$ cat src/rtl/constraint_sampler_pkg.sv
// constraint_sampler_pkg: shared types and constants for the constraint sampler.
// Contents: FSM state enum, packed candidate layout (per-variable offset/width),
// LFSR tap mask, reset/zero-seed substitute value and the LFSR step function.
package constraint_sampler_pkg;

  typedef enum logic [2:0] {
    StIdle,
    StGen,
    StEval,
    StEmit,
    StFin
  } state_e;

  localparam int unsigned VAR_BITS = 62;

  localparam int unsigned VAR0_OFF = 0;
  localparam int unsigned VAR0_W   = 13;
  localparam int unsigned VAR1_OFF = 13;
  localparam int unsigned VAR1_W   = 13;
  localparam int unsigned VAR2_OFF = 26;
  localparam int unsigned VAR2_W   = 14;
  localparam int unsigned VAR3_OFF = 40;
  localparam int unsigned VAR3_W   = 14;
  localparam int unsigned VAR4_OFF = 54;
  localparam int unsigned VAR4_W   = 8;

  // Taps 64,63,61,60 (1-based) -> bits 63,62,60,59.
  localparam logic [63:0] LFSR_TAPS    = 64'hD800_0000_0000_0000;
  localparam logic [63:0] DEFAULT_SEED = 64'h1;

  // Fibonacci step: shift left, XOR of tapped bits enters at bit 0.
  function automatic logic [63:0] lfsr_next(input logic [63:0] s);
    return {s[62:0], ^(s & LFSR_TAPS)};
  endfunction

endpackage

$ cat src/rtl/constraint_sampler_ctrl_if.sv
// constraint_sampler_ctrl_if: sample output handshake of the constraint sampler.
// Signals: sample_valid (sampler -> consumer), sample_ready (consumer -> sampler),
// sample_data [VAR_BITS-1:0] (sampler -> consumer).
// Modports: master = sampler side, slave = consumer side.
interface constraint_sampler_ctrl_if;
  import constraint_sampler_pkg::*;

  logic                sample_valid;
  logic                sample_ready;
  logic [VAR_BITS-1:0] sample_data;

  modport master (output sample_valid, output sample_data, input sample_ready);
  modport slave  (input sample_valid, input sample_data, output sample_ready);

endinterface

$ cat src/rtl/sampler_lfsr64.sv
// sampler_lfsr64: 64-bit Fibonacci LFSR with seed load and advance enable.
// Ports: clk, rst_n (sync, active low), load + seed (zero seed replaced by
// DEFAULT_SEED), adv (one step per cycle when high), value = low VAR_BITS bits
// of the current state.
module sampler_lfsr64
  import constraint_sampler_pkg::*;
(
  input  logic                clk,
  input  logic                rst_n,
  input  logic                load,
  input  logic [63:0]         seed,
  input  logic                adv,
  output logic [VAR_BITS-1:0] value
);

  logic [63:0] state_q;

  always_ff @(posedge clk) begin
    if (!rst_n) begin
      state_q <= DEFAULT_SEED;
    end else if (load) begin
      // An all-zero state would lock the LFSR.
      state_q <= (seed == 64'd0) ? DEFAULT_SEED : seed;
    end else if (adv) begin
      state_q <= lfsr_next(state_q);
    end
  end

  assign value = state_q[VAR_BITS-1:0];

endmodule

$ cat src/rtl/constraint_sampler_ctrl.sv
// constraint_sampler_ctrl: drives LFSR candidates into a combinational constraint
// block, accepts those whose masked outputs are all true and emits them over a
// valid/ready handshake until num_samples are produced or a sample runs out of
// retries (timeout).
// Ports: clk, rst_n (sync, active low); seed_load/seed, start/num_samples/cons_mask
// (honoured in IDLE only); cand_vars -> block, cons_in <- block; smp (master
// modport: sample_valid/sample_ready/sample_data); busy, done (pulse), timeout
// (sticky until next start).
// Build option SAMPLER_STATS_EN adds stat_rejects (saturating reject count) and
// stat_fail_hist (sticky OR of failing masked constraints), cleared per run.
module constraint_sampler_ctrl
  import constraint_sampler_pkg::*;
#(
  parameter int unsigned NUM_CONS  = 8,
  parameter int unsigned MAX_TRIES = 1024
) (
  input  logic                      clk,
  input  logic                      rst_n,
  input  logic                      seed_load,
  input  logic [63:0]               seed,
  input  logic                      start,
  input  logic [15:0]               num_samples,
  input  logic [NUM_CONS-1:0]       cons_mask,
  output logic [VAR_BITS-1:0]       cand_vars,
  input  logic [NUM_CONS-1:0]       cons_in,
  constraint_sampler_ctrl_if.master smp,
  output logic                      busy,
  output logic                      done,
  output logic                      timeout
`ifdef SAMPLER_STATS_EN
  ,
  output logic [31:0]               stat_rejects,
  output logic [NUM_CONS-1:0]       stat_fail_hist
`endif
);

  localparam int unsigned TRY_W = (MAX_TRIES > 1) ? $clog2(MAX_TRIES) : 1;
  localparam logic [TRY_W-1:0] TRY_LAST = TRY_W'(MAX_TRIES - 1);

  state_e              state_q;
  logic [VAR_BITS-1:0] cand_q, data_q, lfsr_val;
  logic                valid_q, busy_q, done_q, timeout_q;
  logic [NUM_CONS-1:0] mask_q;
  logic [15:0]         num_q, samp_q, samp_inc;
  logic [TRY_W-1:0]    try_q;
  logic                pass;

  sampler_lfsr64 u_lfsr (
    .clk   (clk),
    .rst_n (rst_n),
    .load  ((state_q == StIdle) && seed_load),
    .seed  (seed),
    .adv   (state_q == StGen),
    .value (lfsr_val)
  );

  // Unmasked constraints count as satisfied.
  assign pass     = &(cons_in | ~mask_q);
  assign samp_inc = samp_q + 16'd1;

  always_ff @(posedge clk) begin
    if (!rst_n) begin
      state_q   <= StIdle;
      cand_q    <= '0;
      data_q    <= '0;
      valid_q   <= 1'b0;
      busy_q    <= 1'b0;
      done_q    <= 1'b0;
      timeout_q <= 1'b0;
      mask_q    <= '0;
      num_q     <= '0;
      samp_q    <= '0;
      try_q     <= '0;
    end else begin
      done_q <= 1'b0;
      unique case (state_q)
        StIdle: begin
          if (start) begin
            busy_q    <= 1'b1;
            timeout_q <= 1'b0;
            if (num_samples == 16'd0) begin
              state_q <= StFin;
              done_q  <= 1'b1;
            end else begin
              num_q   <= num_samples;
              mask_q  <= cons_mask;
              samp_q  <= '0;
              try_q   <= '0;
              state_q <= StGen;
            end
          end
        end
        StGen: begin
          // Fields packed explicitly so the layout lives in one place.
          cand_q  <= {lfsr_val[VAR4_OFF +: VAR4_W], lfsr_val[VAR3_OFF +: VAR3_W],
                      lfsr_val[VAR2_OFF +: VAR2_W], lfsr_val[VAR1_OFF +: VAR1_W],
                      lfsr_val[VAR0_OFF +: VAR0_W]};
          state_q <= StEval;
        end
        StEval: begin
          if (pass) begin
            data_q  <= cand_q;
            valid_q <= 1'b1;
            state_q <= StEmit;
          end else if (try_q == TRY_LAST) begin
            timeout_q <= 1'b1;
            done_q    <= 1'b1;
            state_q   <= StFin;
          end else begin
            try_q   <= try_q + 1'b1;
            state_q <= StGen;
          end
        end
        StEmit: begin
          if (smp.sample_ready) begin
            valid_q <= 1'b0;
            samp_q  <= samp_inc;
            try_q   <= '0;
            if (samp_inc == num_q) begin
              done_q  <= 1'b1;
              state_q <= StFin;
            end else begin
              state_q <= StGen;
            end
          end
        end
        StFin: begin
          busy_q  <= 1'b0;
          state_q <= StIdle;
        end
        default: begin
          busy_q  <= 1'b0;
          state_q <= StIdle;
        end
      endcase
    end
  end

  assign cand_vars        = cand_q;
  assign smp.sample_valid = valid_q;
  assign smp.sample_data  = data_q;
  assign busy             = busy_q;
  assign done             = done_q;
  assign timeout          = timeout_q;

`ifdef SAMPLER_STATS_EN
  logic [31:0]         rej_q;
  logic [NUM_CONS-1:0] hist_q;

  always_ff @(posedge clk) begin
    if (!rst_n) begin
      rej_q  <= '0;
      hist_q <= '0;
    end else if ((state_q == StIdle) && start) begin
      rej_q  <= '0;
      hist_q <= '0;
    end else if ((state_q == StEval) && !pass) begin
      if (~&rej_q) rej_q <= rej_q + 32'd1;
      hist_q <= hist_q | (~cons_in & mask_q);
    end
  end

  assign stat_rejects   = rej_q;
  assign stat_fail_hist = hist_q;
`endif

endmodule
$ cat src/flat_wrapper.sv
// flat-port wrapper written by rule: the top's interface ports become plain ports
module constraint_sampler_ctrl_flat import constraint_sampler_pkg::*;
#(
  parameter int unsigned NUM_CONS  = 8,
  parameter int unsigned MAX_TRIES = 1024
)
  (clk, rst_n, seed_load, seed, start, num_samples, cons_mask, cand_vars, cons_in, busy, done, timeout, smp_sample_valid, smp_sample_data, smp_sample_ready);
  constraint_sampler_ctrl_if smp_i ();
  input  logic clk;
  input  logic rst_n;
  input  logic seed_load;
  input  logic [63:0] seed;
  input  logic start;
  input  logic [15:0] num_samples;
  input  logic [NUM_CONS-1:0] cons_mask;
  output logic [VAR_BITS-1:0] cand_vars;
  input  logic [NUM_CONS-1:0] cons_in;
  output logic busy;
  output logic done;
  output logic timeout;
  output wire logic [$bits(smp_i.sample_valid)-1:0] smp_sample_valid;
  output wire logic [$bits(smp_i.sample_data)-1:0] smp_sample_data;
  input wire logic [$bits(smp_i.sample_ready)-1:0] smp_sample_ready;
  assign smp_sample_valid = smp_i.sample_valid;
  assign smp_sample_data = smp_i.sample_data;
  assign smp_i.sample_ready = smp_sample_ready;
  constraint_sampler_ctrl #(.NUM_CONS(NUM_CONS), .MAX_TRIES(MAX_TRIES)) u_core (.clk(clk), .rst_n(rst_n), .seed_load(seed_load), .seed(seed), .start(start), .num_samples(num_samples), .cons_mask(cons_mask), .cand_vars(cand_vars), .cons_in(cons_in), .smp(smp_i), .busy(busy), .done(done), .timeout(timeout));
endmodule
$ cat config.mk
export PLATFORM = sky130hd
export DESIGN_NAME = constraint_sampler_ctrl_flat
export DESIGN_NICKNAME = d
export VERILOG_FILES = /design/src/rtl/constraint_sampler_pkg.sv /design/src/rtl/constraint_sampler_ctrl_if.sv /design/src/rtl/sampler_lfsr64.sv /design/src/rtl/constraint_sampler_ctrl.sv /design/src/flat_wrapper.sv
export SDC_FILE = /design/constraint.sdc
export NUM_CORES = 1
export LEC_CHECK = 0
export ABC_AREA = 1
export ABC_CLOCK_PERIOD_IN_PS = 1650
export BUFFER_PORTS_ARGS = -buffer_cell sky130_fd_sc_hd__buf_2
export CAP_MARGIN = 15
export CORE_MARGIN = 2
export CORE_UTILIZATION = 47
export CTS_CLUSTER_DIAMETER = 50
export CTS_CLUSTER_SIZE = 12
export DETAILED_ROUTE_END_ITERATION = 8
export PLACE_DENSITY = 0.73
export SETUP_SLACK_MARGIN = 0.2
export SLEW_MARGIN = 0
export SYNTH_ARGS = -nofsm -noshare
export SYNTH_HDL_FRONTEND = slang
export SYNTH_HIERARCHICAL = 1
export SYNTH_SLANG_ARGS = --single-unit
$ cat constraint.sdc
create_clock -name clk -period 1.65 [get_ports clk]
set_input_delay 0.2475 -clock clk [delete_from_list [all_inputs] [get_ports clk]]
set_output_delay 0.2475 -clock clk [all_outputs]
set_load 0.02 [all_outputs]
==> flow_summary.yaml <==
hold_path:
  min_to: "u_core/num_q[11]"
  min_path_cells: 3
  hold_path.class: "primary input to flop"
  hp-start: "num_samples[11]"
detailed_routing:
  dr_total_vias: 11700
  drt-vias-per-instance: 5.35
  dr_wl_met3_microns: 2880
  highest-signal-layer: "met4"
  drcViolationCount: 0
  met2WireLength_microns: 18700
  wl_per_cell_microns: 17.7
  wl_met1_microns: 15400
  antenna_left: 0
  drtPass1Iterations: 6
  wl_microns: 38800
  drt_iter0_drc: 910
placement:
  gp_congestion: 0.875
  place.port_buffers: 228
  dp_hpwl_microns: 20800
  pre_cts_ws_ns: -0.234
  dp_cells: 2017
setup_path:
  slowest_delay_ns: 0.38
  timing.critical_path.buf_inv: 0
  cpMostUsedCell: "nand2_1"
  reg2reg_from: "u_core/samp_q[1]"
  critPathArrivalTime_ns: 2.23
  crit_family: "simple AND/OR/NAND/NOR gates"
  crit_chain: "nand3_1, o21ai_1, nand2_1, nand2_1, nand2_1, nor2_1, nand2_1, nor2_1, nand3_1, nand2_1, nand2_1, nand2_1, a21oi_1"
  reg2reg_to: "u_core/state_q[0]"
  worstSetupEndpointType: "flop"
  ff2ff_setup_slack_ns: -0.15
  reg2regPathDepth: 13
  cp_slowest_cell: "dfxtp_4"
  crit_required_ns: 2.07
  critPathKind: "flop to flop"
  cp-start-kind: "flop"
  cp_max_fo: 4
synth:
  ys_seq_elements: 245
  yosysUniqueCellTypes: 44
  syn_area_sq_um: 11300
  ys_seq_area_share_pct: 43.5
  netlist_instances: 1512
  synth_fp_nets: 1615
  synth_ff_type: "dfxtp_1"
  synth_edf_count: 0
  avgSynthCellArea_sq_um: 7.46
  synthArstFlopShare_pct: 0
  yosysWarnings: 6
clock_tree:
  cts_tree: "yes"
  clk_path_buf_depth: 3
  cts.sinks: 245
  cts_root_buffer: "clkbuf_16"
  clkTransAtPathRegs_ns: 0.07
  htree_levels: 1
  clk_latency_ns: 0.56
  numCtsBuffers: 30
global_route:
  grt_pass1_wl_microns: 58100
  antenna_found_initial: 0
  grt_pass1_vias: 11400
  grt_use_total_pct: 28.1
  gr-total-overflow: 0
  grt_max_degree: 64
power_and_ir_drop:
  power.leakage_nw: 7.07
  ir_worst_vdd_v: 0.00113
  power_density_nw_per_um2: 1360
  power_mw: 22.3
floorplanning:
  start_util_pct: 47.9
  die_h_microns: 159
  pin_count: 229
  rows: 56
  die-area_sq_um: 25200
  core_sq_um: 23500
  die_x_microns: 159
sta:
  setup_slack_ns: -0.153
  hold-worst-slack_ns: 0.0107
  drv_slew: 0
  fmax_ghz: 0.555
  post-route-min-period_ns: 1.80
  rsz0062_at_grt: "true"
  worstMarginPinSlew_ns: 0.362
  setup_viol: 19
  fin_skew_ns: 0.0214
  relSlewSlack_pct: 75.7
  hold_violations: 0
  post-route-period-util_pct: 109
layout:
  drive_above_1_share_pct: 38.0
  mostFrequentLayoutCells: "259 x nor2_1, 233 x dfxtp_1, 227 x buf_2, 189 x nand2_1, 129 x o21ai_0"
  final_util_pct: 69.5
  final_nets: 1960
  antennaDiodeCount: 0
  layout_commonest_cell: "nor2_1"
  fin_cells: 2194
  syn2layout_area_growth_pct: 45.2
run:
  maxCapViolCount: 0
run_status:
  outcome: "complete, but fails checks"
  violations: "negative setup slack"
## worst max path at each step
stage,startpoint,end,slack [ns],depth (start not counted)
after floorplan,u_core/try_q[1],u_core/try_q[2],0.06,10
after global placement,num_samples[11],u_core/try_q[1],-0.19,11
after detailed placement,num_samples[11],u_core/try_q[1],-0.23,11
after CTS,u_core/samp_q[2],u_core/state_q[0],-0.05,13
after global routing,u_core/samp_q[1],u_core/state_q[0],-0.33,14
final,u_core/samp_q[1],u_core/state_q[0],-0.15,13
## per-layer routing
| metal | GRT usage [%] | up-vias |
|---|---|---|
| li1 | - | 5624 |
| met1 | 33.7 | 5463 |
| met2 | 48.6 | 523 |
| met3 | 5.51 | 123 |
| met4 | 13.0 | 0 |
| met5 | 0 | - |
## flip-flops by register name, summed over array words and instances, names as in the netlist, 3 cells and up
name	count
u_core/cand_vars	62
u_core/samp_q	16
u_core/num_q	16
u_core/state_q	3
u_core/try_q	10
u_core/mask_q	8
u_core/smp.sample_data	62
u_core/u_lfsr/state_q	64
## through the flow
step,area (sq um),TNS [ns]
2_1_floorplan,11400,0
3_3_place_gp,12900,-6.05
3_5_place_dp,12900,-9.43
4_1_cts,15900,-0.191
5_1_grt,16400,-5.29
6_report,16400,-1.45
## report_power, final
| part | internal, mW | total, mW | switching, mW |
|---|---|---|---|
| registers | 7.01 | 8.05 | 1.04 |
| clock network | 3.88 | 6.53 | 2.65 |
| logic | 3.21 | 7.68 | 4.47 |
| total | 14.1 | 22.3 | 8.16 |
## tightest hold or removal path: stages
cell and delay, ns:
buf_2 0.11, o21ai_4 0.06, a21oi_1 0.10
## cell usage after synthesis (3+ instances only)
| cell type | number | share of area (%) |
|---|---|---|
| inv_2 | 9 | 0.30 |
| o21ai_0 | 158 | 7.0 |
| nor3_1 | 3 | 0.13 |
| nor2_1 | 331 | 11 |
| nor2_4 | 3 | 0.30 |
| o22ai_1 | 4 | 0.22 |
| a21oi_2 | 50 | 3.9 |
| dfxtp_1 | 245 | 44 |
| clkbuf_1 | 38 | 1.3 |
| nand2_1 | 208 | 6.9 |
| buf_4 | 67 | 4.5 |
| a21oi_1 | 62 | 2.8 |
| nor2_2 | 13 | 0.72 |
| buf_1 | 7 | 0.23 |
| o21ai_1 | 75 | 3.3 |
| o21ai_2 | 51 | 4.0 |
| inv_1 | 55 | 1.8 |
| nand4_1 | 12 | 0.67 |
| buf_2 | 25 | 1.1 |
| nand2_2 | 4 | 0.22 |
| nor4_1 | 4 | 0.22 |
| buf_12 | 6 | 1.1 |
| nand3_1 | 46 | 2.0 |
| xnor2_1 | 6 | 0.47 |
| xor2_1 | 7 | 0.54 |
## timing repair
| item | in CTS | in global routing |
|---|---|---|
| setup endpoints to repair | 239 | 237 |
| gates resized for setup | 203 | 93 |
| hold buffers | 75 | 0 |
| setup buffers | 20 | 10 |
| gates cloned | 15 | 7 |
| endpoints found under the hold margin | 75 | 0 |
| pin swaps | 58 | 62 |
## layout make-up
cell class / count / area, sq um
clock buffer: 37 / 827
clock inverter: 13 / 155
fill: 1763 / 7170
inverter: 66 / 282
multi-input combinational: 1055 / 5970
sequential: 245 / 4930
tap: 319 / 399
timing repair buffer: 457 / 3790
timing repair inverter: 2 / 17.5
## cells by family after synthesis
group	synth area share [%]
AOI/OAI and AO/OA	21.5
DFF	43.5
adders and majority gates	0.222
and+or+nand+nor	22.9
xor gates and xnor gates	1.22
buffers and inverters	10.6
Note: power is estimated with default switching activity, not from simulation.
